### src/rtl/prog_reload_counter.sv
`default_nettype none
// +--------------------------------------------------------------------------+
// | prog_reload_counter : prescaled up/down reload counter, run/stop FSM, TC |
// | Revision 1.0                                                             |
// +--------------------------------------------------------------------------+
module prog_reload_counter #(
  parameter int WIDTH = 8,
  parameter int PRE_W = 4
) (
  input  logic             clk,
  input  logic             reset,
  input  logic             load_i,
  input  logic [WIDTH-1:0] load_val_i,
  input  logic             start_i,
  input  logic             dir_i,
  input  logic             mode_i,
  input  logic             en_i,
  input  logic [PRE_W-1:0] prescale_i,
  output logic [WIDTH-1:0] count_o,
  output logic             tc_o,
  output logic             busy_o,
  output logic             done_o
);

  typedef enum logic [1:0] {
    IDLE = 2'd0,
    RUN  = 2'd1,
    DONE = 2'd2
  } state_t;

  state_t           state;
  logic [WIDTH-1:0] reload_q;
  logic [WIDTH-1:0] count_q;
  logic [PRE_W-1:0] pre_q;
  logic             dir_q;
  logic             mode_q;
  logic             tc_q;
  logic [WIDTH-1:0] terminal;
  logic             tick;

  // All-ones when counting up, zero when counting down.
  assign terminal = {WIDTH{~dir_q}};
  assign tick     = (state == RUN) && en_i && (pre_q == prescale_i);

  always_ff @(posedge clk or posedge reset) begin
    if (reset) begin
      state    <= IDLE;
      reload_q <= '0;
      count_q  <= '0;
      pre_q    <= '0;
      dir_q    <= 1'b0;
      mode_q   <= 1'b0;
      tc_q     <= 1'b0;
    end else begin
      tc_q <= 1'b0;
      if (load_i) begin
        reload_q <= load_val_i;
        count_q  <= load_val_i;
        pre_q    <= '0;
        if (state == DONE) state <= IDLE;
      end else if (start_i && (state != RUN)) begin
        state  <= RUN;
        dir_q  <= dir_i;
        mode_q <= mode_i;
        pre_q  <= '0;
      end else if (tick) begin
        pre_q <= '0;
        if (count_q == terminal) begin
          tc_q <= 1'b1;
          if (mode_q) state <= DONE;
          else        count_q <= reload_q;
        end else if (dir_q) begin
          count_q <= count_q - 1'b1;
        end else begin
          count_q <= count_q + 1'b1;
        end
      end else if ((state == RUN) && en_i) begin
        // Wraps through 2^PRE_W if prescale_i was lowered below pre_q.
        pre_q <= pre_q + 1'b1;
      end
    end
  end

  assign count_o = count_q;
  assign tc_o    = tc_q;
  assign busy_o  = (state == RUN);
  assign done_o  = (state == DONE);

endmodule
`default_nettype wire
### config.mk
export PLATFORM = sky130hd
export DESIGN_NAME = prog_reload_counter
export DESIGN_NICKNAME = d
export VERILOG_FILES = /design/src/rtl/prog_reload_counter.sv
export SDC_FILE = /design/constraint.sdc
export NUM_CORES = 1
export LEC_CHECK = 0
export BUFFER_PORTS_ARGS = -buffer_cell sky130_fd_sc_hd__buf_2
export CELL_PAD_IN_SITES_DETAIL_PLACEMENT = 1
export CELL_PAD_IN_SITES_GLOBAL_PLACEMENT = 1
export CORE_UTILIZATION = 35
export CTS_CLUSTER_DIAMETER = 80
export CTS_CLUSTER_SIZE = 30
export DETAILED_ROUTE_END_ITERATION = 16
export PLACE_DENSITY_LB_ADDON = 0.1
export SLEW_MARGIN = 20
export SYNTH_ARGS = -nofsm -noshare
export SYNTH_HDL_FRONTEND = slang
export SYNTH_SLANG_ARGS = --single-unit
### constraint.sdc
create_clock -name clk -period 2.2 [get_ports clk]
set_clock_uncertainty 0.1 [all_clocks]
set_input_delay 0 -clock clk [delete_from_list [all_inputs] [get_ports clk]]
set_output_delay 0 -clock clk [all_outputs]
set_load 0.05 [all_outputs]
==> results.md, run 1 <==
- Drt drc: 0
- Vias in the first global route: 1624
- Std-Cell Rows: 24
- Die area: 4870 µm²
- Grt ovf: 0
- Multi-input gate area: around 940 µm²
- Post-synth top flop: dfrtp_1
- Worst rel slew slack: 68.1%
- Synthesized Nets: roughly 190
- Worst slew pin tran: 479 ps
- Die height: 69.8 µm
- Ports: 30
- GP Congestion: 0.793
- Main combinational cell family by area after synthesis: compound AO/OA/AOI/OAI gates
- TritonCTS clock tree: yes
- Worst Path Required: 2290 ps
- Asr flop ratio synth: 100%
- Slew Viols, Final: 0
- Layout cells sized above 1: 29.5%
- Root Buffer: clkbuf_8
- HPWL after DPL: 3410 µm
- Fin Setup TNS: 0 ps
- Simple-gate area share of the yosys netlist: 20.1%
- H-Tree Depth: 1
- Status: finished clean
- Yosys top cell area share: between 30% and 40%
- Critical path arrival: 2220 ps
- Final Worst Setup Slack: between 60 and 70 ps
- Final setup fails: 0
- Post-route ant nets: 0
- Startpoint class of the critical path: flop
- # diodes: 0
- Synth top area cells: dfrtp_1 39%, ha_1 5.4%, xnor2_1 3.8%, nand2_1 3.7%, mux2_2 2.8%
- Hold WC Path Type: input pin to flop
- Buffers on Ports: 29
- Period utilisation layout: 96.9%
- Post-Route WL: 4540 µm
- Nets: 248
- Post-layout min period: 2130 ps
- DRT Pass-1 Iters: 4
- Initial antenna violation count: 0
- Drt via density: 5.46
- Layout area overhead: 29.9%
- Syn Std Cell Area: around 1600 µm²
- Total power per unit cell area: about 860 nW/µm²
- Avg Cell Area, Syn: 9.63 µm²
- Synth Area in Compound Gates: 23.1%
- Clk Latency, worst-skew pair: 280 ps
- All-Layer GR Usage: 20.0%
- Xor/xnor share of the synthesized area: around 4.4%
- CTS buffer count: 3
- First-pass GRT wire length: between 7000 and 8000 µm
- Sequential share of the synthesized area: 38.9%
- DIE WIDTH: between 60 and 70 µm
- Starting utilization of the core area: 36.7%
- CP endpoint kind: flop
- Initial DRC count: between 60 and 70
- Yosys synthesis warning count: 0
- FF+latch count, synth: 25
- CTS Sinks: 25
- Adder-cell area share of the yosys netlist: 6.69%
- Mux contribution to synthesized area: 2.80%
- Maximum vdd drop: 371 µV
- Cell taking the most area after synthesis: dfrtp_1
- Critical path class: flop to flop
- Static Leak: around 0.00096 µW
- WL/cell: 16.7 µm
- Distinct cell type count after synthesis: 46
- Pre-CTS setup slack: -88.7 ps
- Clk buf depth: 2
- Via count: 1485
- Largest net degree at the start of global routing: 26
- Core box area: 4380 µm²
- Crit path max fanout: 10
- RSZ-0062 raised after global routing: no
- Max Fclk: about 470 MHz
- Hold path depth: 5
- Post-synth EDFFs: 0
- Max-cap violations: 0
- Worst R2R Path Depth: 6
- Filler instances: 520
- Clock slew at reported path FFs: 100 ps
- Post-Syn Instances: 167
- Final Hold Viols: 0
- Sequential cell area: 632 µm²
==> report_power, final <==
| group | switching (µW) | internal (µW) |
|---|---|---|
| clock | 161 | 130 |
| sequential | 67.6 | 521 |
| combinational | 522 | 404 |
| total | 750 | 1060 |
==> path summary, 6_finish.rpt <==
check	start	endpoint	slack (ps)
worst min register to register	reload_q[5]	reload_q[5]	390
min in group asynchronous	reset	reload_q[6]	220
max in group asynchronous	reset	count_o[4]	1500
worst min-delay path	en_i	pre_q[2]	60
worst max register to register	dir_q	count_o[4]	70
worst max-delay path	dir_q	count_o[4]	70
==> cells in the mapped netlist (2+ instances only) <==
cell and n:
o31ai_2 3, ha_1 7, nand4_1 2, clkbuf_1 2
nor2_1 11, a22o_1 2, nand2_1 16, o21ai_0 5
and3_1 2, o21ai_1 4, inv_1 11, mux2_2 4
o211a_1 2, o2111ai_1 2, xnor2_1 7, a21o_1 4
o21a_1 2, nand3b_1 3, dfrtp_1 25, a221o_1 3
nor2b_1 5, a211oi_1 2, a21oi_1 8, o211ai_1 3
nand3_1 4, nor3_1 5, and2_1 4
==> kinds of logic after synthesis <==
family / count (synthesis)
AOI/OAI and AO/OA: 47
xor gates and xnor gates: 8
adders and majority gates: 8
buffers and inverters: 15
DFF: 25
muxes: 4
and+or+nand+nor: 60
==> repair_timing <==
item	4_1_cts	5_1_grt
setup buffers	0	1
gates resized for setup	2	5
hold buffers	12	0
endpoints found under the setup margin	7	4
pin swaps	1	1
endpoints found under the hold margin	44	0
==> layer usage <==
| layer | vias to the layer above | wire length [µm] | GRT usage, % |
|---|---|---|---|
| li1 | 724 | - | - |
| met1 | 731 | 2100 | 26.1 |
| met2 | 26 | 2250 | 34.5 |
| met3 | 4 | 140 | 2.18 |
| met4 | 0 | 57 | 6.00 |
| met5 | - | 0 | 0 |
==> worst max-delay path, cell delays in order, from the launching register on <==
cell	delay, ps
dfrtp_2	490
ha_1	370
nor2b_1	160
o21a_1	210
o21a_1	190
o311a_1	350
o31ai_2	170
==> stage by stage <==
stage / power [µW] / utilization [%] / instance area [µm²] / std cells / hold WS, ps
floorplan: 1200 / - / 1610 / 167 / -73.0
global placement: 1450 / 42.9 / 1880 / 255 / -32.7
detailed placement: 1470 / 42.9 / 1880 / 255 / -11.2
CTS: 1780 / 46.7 / 2050 / 271 / 59.3
global route: 1920 / 47.6 / 2090 / 272 / 131
finish: 1810 / 47.6 / 2090 / 272 / 58.0
==> cells in the final DEF, fill, tap and decap left out, drive strengths merged, types with 2 or more instances in the layout <==
cell type    Yosys  layout
o311ai           2       2
a21o             4       4
o211a            2       2
and2             4       4
o31ai            3       3
nor2            11      11
inv             11      11
xnor2            7       7
and3             2       2
a21oi            8       8
nor2b            5       5
dlygate4sd3      0      12
nor3             6       6
clkbuf           2       4
nand3            4       4
buf              2      41
o21a             2       2
ha               7       7
o211ai           3       3
a22o             2       2
a211oi           2       2
o21ai            9       9
nand2           16      16
o2111ai          2       2
dfrtp           25      25
a221o            3       3
nand4            2       2
mux2             4       4
nand3b           3       3
and4             2       2
==> flip-flops by register name, indices dropped and copies added (netlist names) <==
signal	flops
pre_q	4
reload_q	8
tc_o	1
dir_q	1
mode_q	1
count_o	8
state	2
==> final cells by class <==
class                           count  area share (%)
Sequential cell                    25            30.3
Multi-Input combinational cell    127            44.9
Timing Repair Buffer               53            17.6
Tap cell                           52            3.12
Clock buffer                        4            2.16
Inverter                           11            1.98
Power figures use the tool's default switching activity.
==> run 2: changes to the inputs <==
CORE_ASPECT_RATIO = 0.7   (was unset)
==> run 2 against run 1 <==
Against the previous run: maximum frequency is 1.2% lower; sequential share of layout area is 1.1 points lower; non-clock buffer count is 4 higher; power is 9.1% higher; combinational power is 20% higher; via count is 3.8% higher; core utilization is 1.9 points higher; die area hardly changed; first-iteration DRC count is 49% higher; largest power group unchanged; worst setup slack worse by 25 ps; clock-buffer cell count is 1 lower; global-route usage is 2.1 points higher.
==> results.md, run 2 (synthesis gave the netlist of run 1 again) <==
- Crit path max fanout: 5 (-5)
- Sequential Power Share: 29.4% (-3.2 points)
- CP endpoint kind: flop
- TritonCTS clock tree: yes
- Final Hold Viols: 0 (unchanged)
- Worst R2R Path Depth: 8 (+2)
- Final Cell Area: 2170 µm² (+3.8%)
- Ports: 30 (unchanged)
- Via count: 1542 (+3.8%)
- DIE WIDTH: 83.0 µm (+19%)
- Period utilisation layout: 98.1% (+1.1 points)
- Worst path cell trace: buf_4 > inv_1 > fa_2 > nor2b_1 > o21a_1 > o21a_1 > o211ai_1 > a221o_1
- CTS Sinks: 25 (unchanged)
- Initial DRC count: 97 (+49%)
- Maximum vdd drop: 382 µV (+3.0%)
- GP Congestion: 0.854 (+7.7%)
- Std-Cell Rows: 20 (-17%)
- Hold WC Path Type: input pin to flop
- RSZ-0062 raised after global routing: yes
- Grt ovf: 0 (unchanged)
- Die area: 4870 µm² (about the same)
- All-Layer GR Usage: 22.1% (+2.1 points)
- Levels on crit path: 8 (+2)
- Startpoint class of the critical path: flop
- Final setup fails: 0 (unchanged)
- DRT Pass-1 Iters: 4 (unchanged)
- Slew Viols, Final: 0 (unchanged)
- Post-Route WL: 5120 µm (+13%)
- Post-route ant nets: 0 (unchanged)
- CP startpoint: dir_q
- Crit path capture: count_o[6]
- Starting utilization of the core area: 36.7% (+0.042 points)
- Static Leak: 0.000984 µW (+2.4%)
- R2r setup slk: 40 ps (-30 ps)
- HPWL after DPL: 3550 µm (+4.0%)
- # diodes: 0 (unchanged)
- Clock power frac: 14.4% (-1.7 points)
- CP dominant cell by count: o21a_1
- First-pass GRT wire length: 8320 µm (+8.9%)
- WP buf/inv: 2 (+2)
- Final Core Density: 49.5% (+1.9 points)
- H-Tree Depth: 1 (unchanged)
- Max Fclk: 464 MHz (-1.2%)
- Clk Latency, worst-skew pair: 270 ps (about the same)
- Largest net degree at the start of global routing: 26 (unchanged)
- Worst Path Required: 2260 ps (-30 ps)
- Placed Instances: 259 (+1.6%)
- Reg2Reg Capture Point: count_o[6]
- Nets: 252 (+1.6%)
- Drt via density: 5.53 (+1.2%)
- Clock slew at reported path FFs: 90 ps (about the same)
- Sw Ratio: 42.1% (+0.57 points)
- WL/cell: 18.4 µm (+10%)
- Clk buf depth: 2 (unchanged)
- Core box area: 4380 µm² (-0.11%)
- Fin Setup TNS: 0 ps (unchanged)
- Initial antenna violation count: 0 (unchanged)
- CTS buffer count: 3 (unchanged)
- RR Startpoint: dir_q
- Commonest non-fill, non-tap cell in the layout: buf_2
- Worst slew pin tran: 487 ps (+8.47 ps)
- Total power per unit cell area: 908 nW/µm² (+5.1%)
- Status: finished clean
- Worst rel slew slack: 67.4% (-0.71 points)
- Final Non-Filler Cells: 279 (+2.6%)
- Max-cap violations: 0 (unchanged)
- Final hold slack: 84.7 ps (+26.7 ps)
- Vias in the first global route: 1615 (-0.55%)
- Buffers on Ports: 29 (unchanged)
- Layout cells sized above 1: 33.5% (+3.9 points)
- Psw: 830 µW (+11%)
- Internal: 1140 µW (+8.0%)
- Slowest cell on the critical path: dfrtp_2
- DP Area: 1890 µm² (+0.60%)
- Logic pwr share: 56.2% (+4.9 points)
- Critical path arrival: 2220 ps (about the same)
- Layout area overhead: 34.9%
- Die height: 58.7 µm (-16%)
- Top delay family on crit path: compound AO/OA/AOI/OAI gates
- CP peak stage delay: 400 ps (-90 ps)
- Drt drc: 0 (unchanged)
- Most frequent cells in the layout: 29 x buf_2, 20 x dfrtp_1, 16 x nand2_1
- Post-layout min period: 2160 ps (+25.2 ps)
- Critical path class: flop to flop
- Filler instances: 504 (-3.1%)
- Root Buffer: clkbuf_8
[run 2: changes by cell type in the layout (fill, tap and decap cells not counted), sizes merged]
| cell | previous run | this run |
|---|---|---|
| clkinv | 0 | 1 |
| buf | 41 | 45 |
| clkbuf | 4 | 3 |
[run 2: repair_timing]
| action | in CTS | in global routing |
|---|---|---|
| setup buffers | 1 | 3 |
| hold buffers | 12 | 0 |
| endpoints found under the setup margin | 9 | 4 |
| pin swaps | 0 | 4 |
| hold endpoints to repair | 43 | 0 |
| gates resized for setup | 3 | 11 |
[run 2: worst min-delay path, stage by stage]
cell and delay (ps):
buf_2 120, nand3_1 100, nor2_1 40, a21oi_1 110, nor3_1 50
[run 2: how the worst min path moves through the flow]
stage               startpoint          end  slack, ps  cells past startpoint
floorplan                reset   count_o[1]        -70                      1
global route              en_i     pre_q[2]        130                      5
finish                    en_i     pre_q[2]         80                      5
global placement         reset  reload_q[6]        -30                      3
CTS                       en_i     pre_q[2]         50                      5
detailed placement       reset  reload_q[6]        -20                      3
[run 2: power groups by stage]
stage	sequential, µW	clock, µW	combinational, µW
global route	588	321	1190
detailed placement	596	0	901
global placement	589	0	869
floorplan	645	0	552
CTS	588	300	939
finish	580	283	1110
[run 2: per-stage QoR]
step	setup WS [ps]	power (µW)
floorplan	0.00866	1200
global placement	-28.8	1460
detailed placement	-106	1500
CTS	4.14	1830
global route	-47.9	2100
finish	42.6	1970
[run 2: layout make-up]
cell class	count	area, µm²	area share [%]
multi-input cells	127	982	45.3
flip-flops and latches	25	632	29.1
repair buffers	57	398	18.3
well taps	55	68.8	3.17
clock buffers	3	41.3	1.90
inverters	11	41.3	1.90
clock inverters	1	5.00	0.231
[run 2: layer usage]
layer	up-vias	GRT usage [%]	part of all wire (%)
met5	-	0	0
met4	0	3.94	0.78
met3	4	4.49	4.0
met2	37	36.9	47
met1	773	30.5	48
li1	728	-	-
==> run 3: changes to the inputs <==
CORE_ASPECT_RATIO = 0.8   (was 0.7)
SKIP_LAST_GASP = 1   (was unset)
==> run 3 against run 2 <==
Against the previous run: worst setup slack lost 12 ps; clock power grew 2%; register-to-register slack is essentially flat; power shrank 3.4%; critical path depth shrank 2; non-clock buffer count shrank 2.
==> results.md, run 3 (synthesis gave the netlist of run 1 again) <==
- Status: finished clean
- RR Startpoint: dir_q
- Max Fclk: 461 MHz (-0.57%)
- Initial DRC count: 60 (-38%)
- Layout area overhead: 32.8%
- Total power per unit cell area: 891 nW/µm² (-1.9%)
- CTS Sinks: 25 (unchanged)
- Critical path class: flop to flop
- Drt via density: 5.28 (-4.5%)
- Hold_sp: load_i
- Startpoint class of the critical path: flop
- Max-cap violations: 0 (unchanged)
- CP peak stage delay: 480 ps (+80 ps)
- Clk Latency, worst-skew pair: 280 ps (about the same)
- Grt ovf: 0 (unchanged)
- Pre-CTS setup slack: -59.5 ps (+46.3 ps)
- Drt drc: 0 (unchanged)
- Hold WC Path Type: input pin to flop
- Commonest non-fill, non-tap cell in the layout: buf_2
- Initial antenna violation count: 0 (unchanged)
- Core box area: 4280 µm² (-2.2%)
- Std-Cell Rows: 21 (+5.0%)
- H-Tree Depth: 1 (unchanged)
- Final Hold Viols: 0 (unchanged)
- Clk buf depth: 2 (unchanged)
- DRT Pass-1 Iters: 4 (unchanged)
- CP endpoint kind: flop
- CTS buffer count: 3 (unchanged)
- Via count: 1473 (-4.5%)
- Worst path cell trace: ha_1 > inv_1 > and3_1 > a211oi_1 > o211ai_1 > a221o_1
- Final setup fails: 0 (unchanged)
- Clock slew at reported path FFs: 100 ps (about the same)
- Worst rel slew slack: 64.5% (-2.9 points)
- Die area: 4870 µm² (about the same)
- TritonCTS clock tree: yes
- Hold path depth: 3 (-2)
- RSZ-0062 raised after global routing: yes
- # diodes: 0 (unchanged)
- Critical path arrival: 2230 ps (about the same)
- Slew Viols, Final: 0 (unchanged)
- Internal: 1100 µW (-3.4%)
- Ports: 30 (unchanged)
- Reg2Reg Capture Point: count_o[6]
- Post-layout min period: 2170 ps (+12.5 ps)
- Vias in the first global route: 1618 (+0.19%)
- Post-Route WL: 4970 µm (-3.0%)
- Worst R2R Path Depth: 6 (-2)
- Logic pwr share: 54.1% (-2.1 points)
- All-Layer GR Usage: 22.4% (+0.30 points)
- First-pass GRT wire length: 8360 µm (+0.41%)
- Die height: 62.6 µm (+6.7%)
- WL/cell: 17.8 µm (-3.0%)
- DIE WIDTH: 77.8 µm (-6.3%)
- Worst slew pin tran: 530 ps (+42.9 ps)
- Final Worst Setup Slack: 30.1 ps (-12.5 ps)
- Largest net degree at the start of global routing: 26 (unchanged)
- Crit path max fanout: 8 (+3)
- Buffers on Ports: 29 (unchanged)
- Fin Setup TNS: 0 ps (unchanged)
- Clock power frac: 15.2% (+0.8 points)
- Psw: 802 µW (-3.4%)
- Starting utilization of the core area: 37.5% (+0.83 points)
- R2r setup slk: 30 ps (about the same)
- Root Buffer: clkbuf_8
- Maximum vdd drop: 437 µV (+14%)
- WHS Endpoint: reload_q[6]
- Sw Ratio: 42.1% (about the same)
- Most frequent cells in the layout: 29 x buf_2, 20 x dfrtp_1, 16 x nand2_1
- CP startpoint: dir_q
- Layout cells sized above 1: 32.4% (-1.0 points)
- Period utilisation layout: 98.6% (+0.57 points)
- HPWL after DPL: 3600 µm (+1.6%)
- Post-route ant nets: 0 (unchanged)
- Nets: 250 (-0.79%)
- Sequential Power Share: 30.7% (+1.3 points)
- Worst Path Required: 2260 ps (about the same)
- Filler instances: 502 (-0.40%)
- Final hold slack: 107 ps (+22.5 ps)
- GP Congestion: 0.904 (+5.8%)
- Static Leak: 0.000974 µW (-0.93%)
- Slowest cell on the critical path: dfrtp_2
==> run 3: layer usage <==
metal,track usage (%),vias to the layer above,share of wire [%]
met5,0,-,0
met4,4.01,0,0.58
met3,3.21,4,2.3
met2,37.6,23,48
met1,30.8,727,49
li1,-,719,-
==> run 3: layout make-up <==
type | instances | area [µm²] | area share [%]
clock buffer | 3 | 41.3 | 1.93
clock inverter | 1 | 5.00 | 0.234
inverter | 11 | 41.3 | 1.93
multi-input combinational | 127 | 962 | 45.0
sequential | 25 | 632 | 29.6
tap | 57 | 71.3 | 3.34
timing repair buffer | 55 | 383 | 17.9
==> run 3: how the worst max path moves through the flow <==
stage            endpoint  slack, ps  cells past startpoint
6_report       count_o[6]         30                      6
5_1_grt        count_o[7]        -50                      6
4_1_cts        count_o[7]         30                      7
3_5_place_dp   count_o[6]        -60                      6
3_3_place_gp   count_o[6]        -50                      6
2_1_floorplan  count_o[6]      0.009                      7
==> run 3: power by group through the flow <==
stage / Combinational [µW] / Sequential (µW) / Clock (µW)
after floorplan: 552 / 645 / 0
after global placement: 895 / 587 / 0
after detailed placement: 938 / 591 / 0
after CTS: 966 / 583 / 300
after global routing: 1120 / 595 / 320
final: 1030 / 584 / 290
==> run 3: per-stage QoR <==
stage | utilization [%] | total power [µW] | cells | cell area, µm²
floorplan | - | 1200 | 167 | 1610
global placement | 44.4 | 1480 | 262 | 1900
detailed placement | 44.4 | 1530 | 262 | 1900
CTS | 48.5 | 1850 | 278 | 2080
global route | 49.9 | 2040 | 279 | 2140
finish | 49.9 | 1900 | 279 | 2140
==> run 3: worst max-delay path: cells and delay by family (launching register included) <==
kind / cells / cell delay [ps]
compound gates: 3 / 820
buf+inv: 1 / 100
simple gates: 1 / 190
fa+ha+maj: 1 / 360
flops: 1 / 480
==> run 3: timing repair <==
action / CTS / global route
gates resized for setup: 3 / 8
buffers inserted: 0 / 1
hold buffers: 12 / 0
hold endpoints to repair: 43 / 0
pin swaps: 0 / 4
setup endpoints to repair: 5 / 8
cloned: 0 / 0
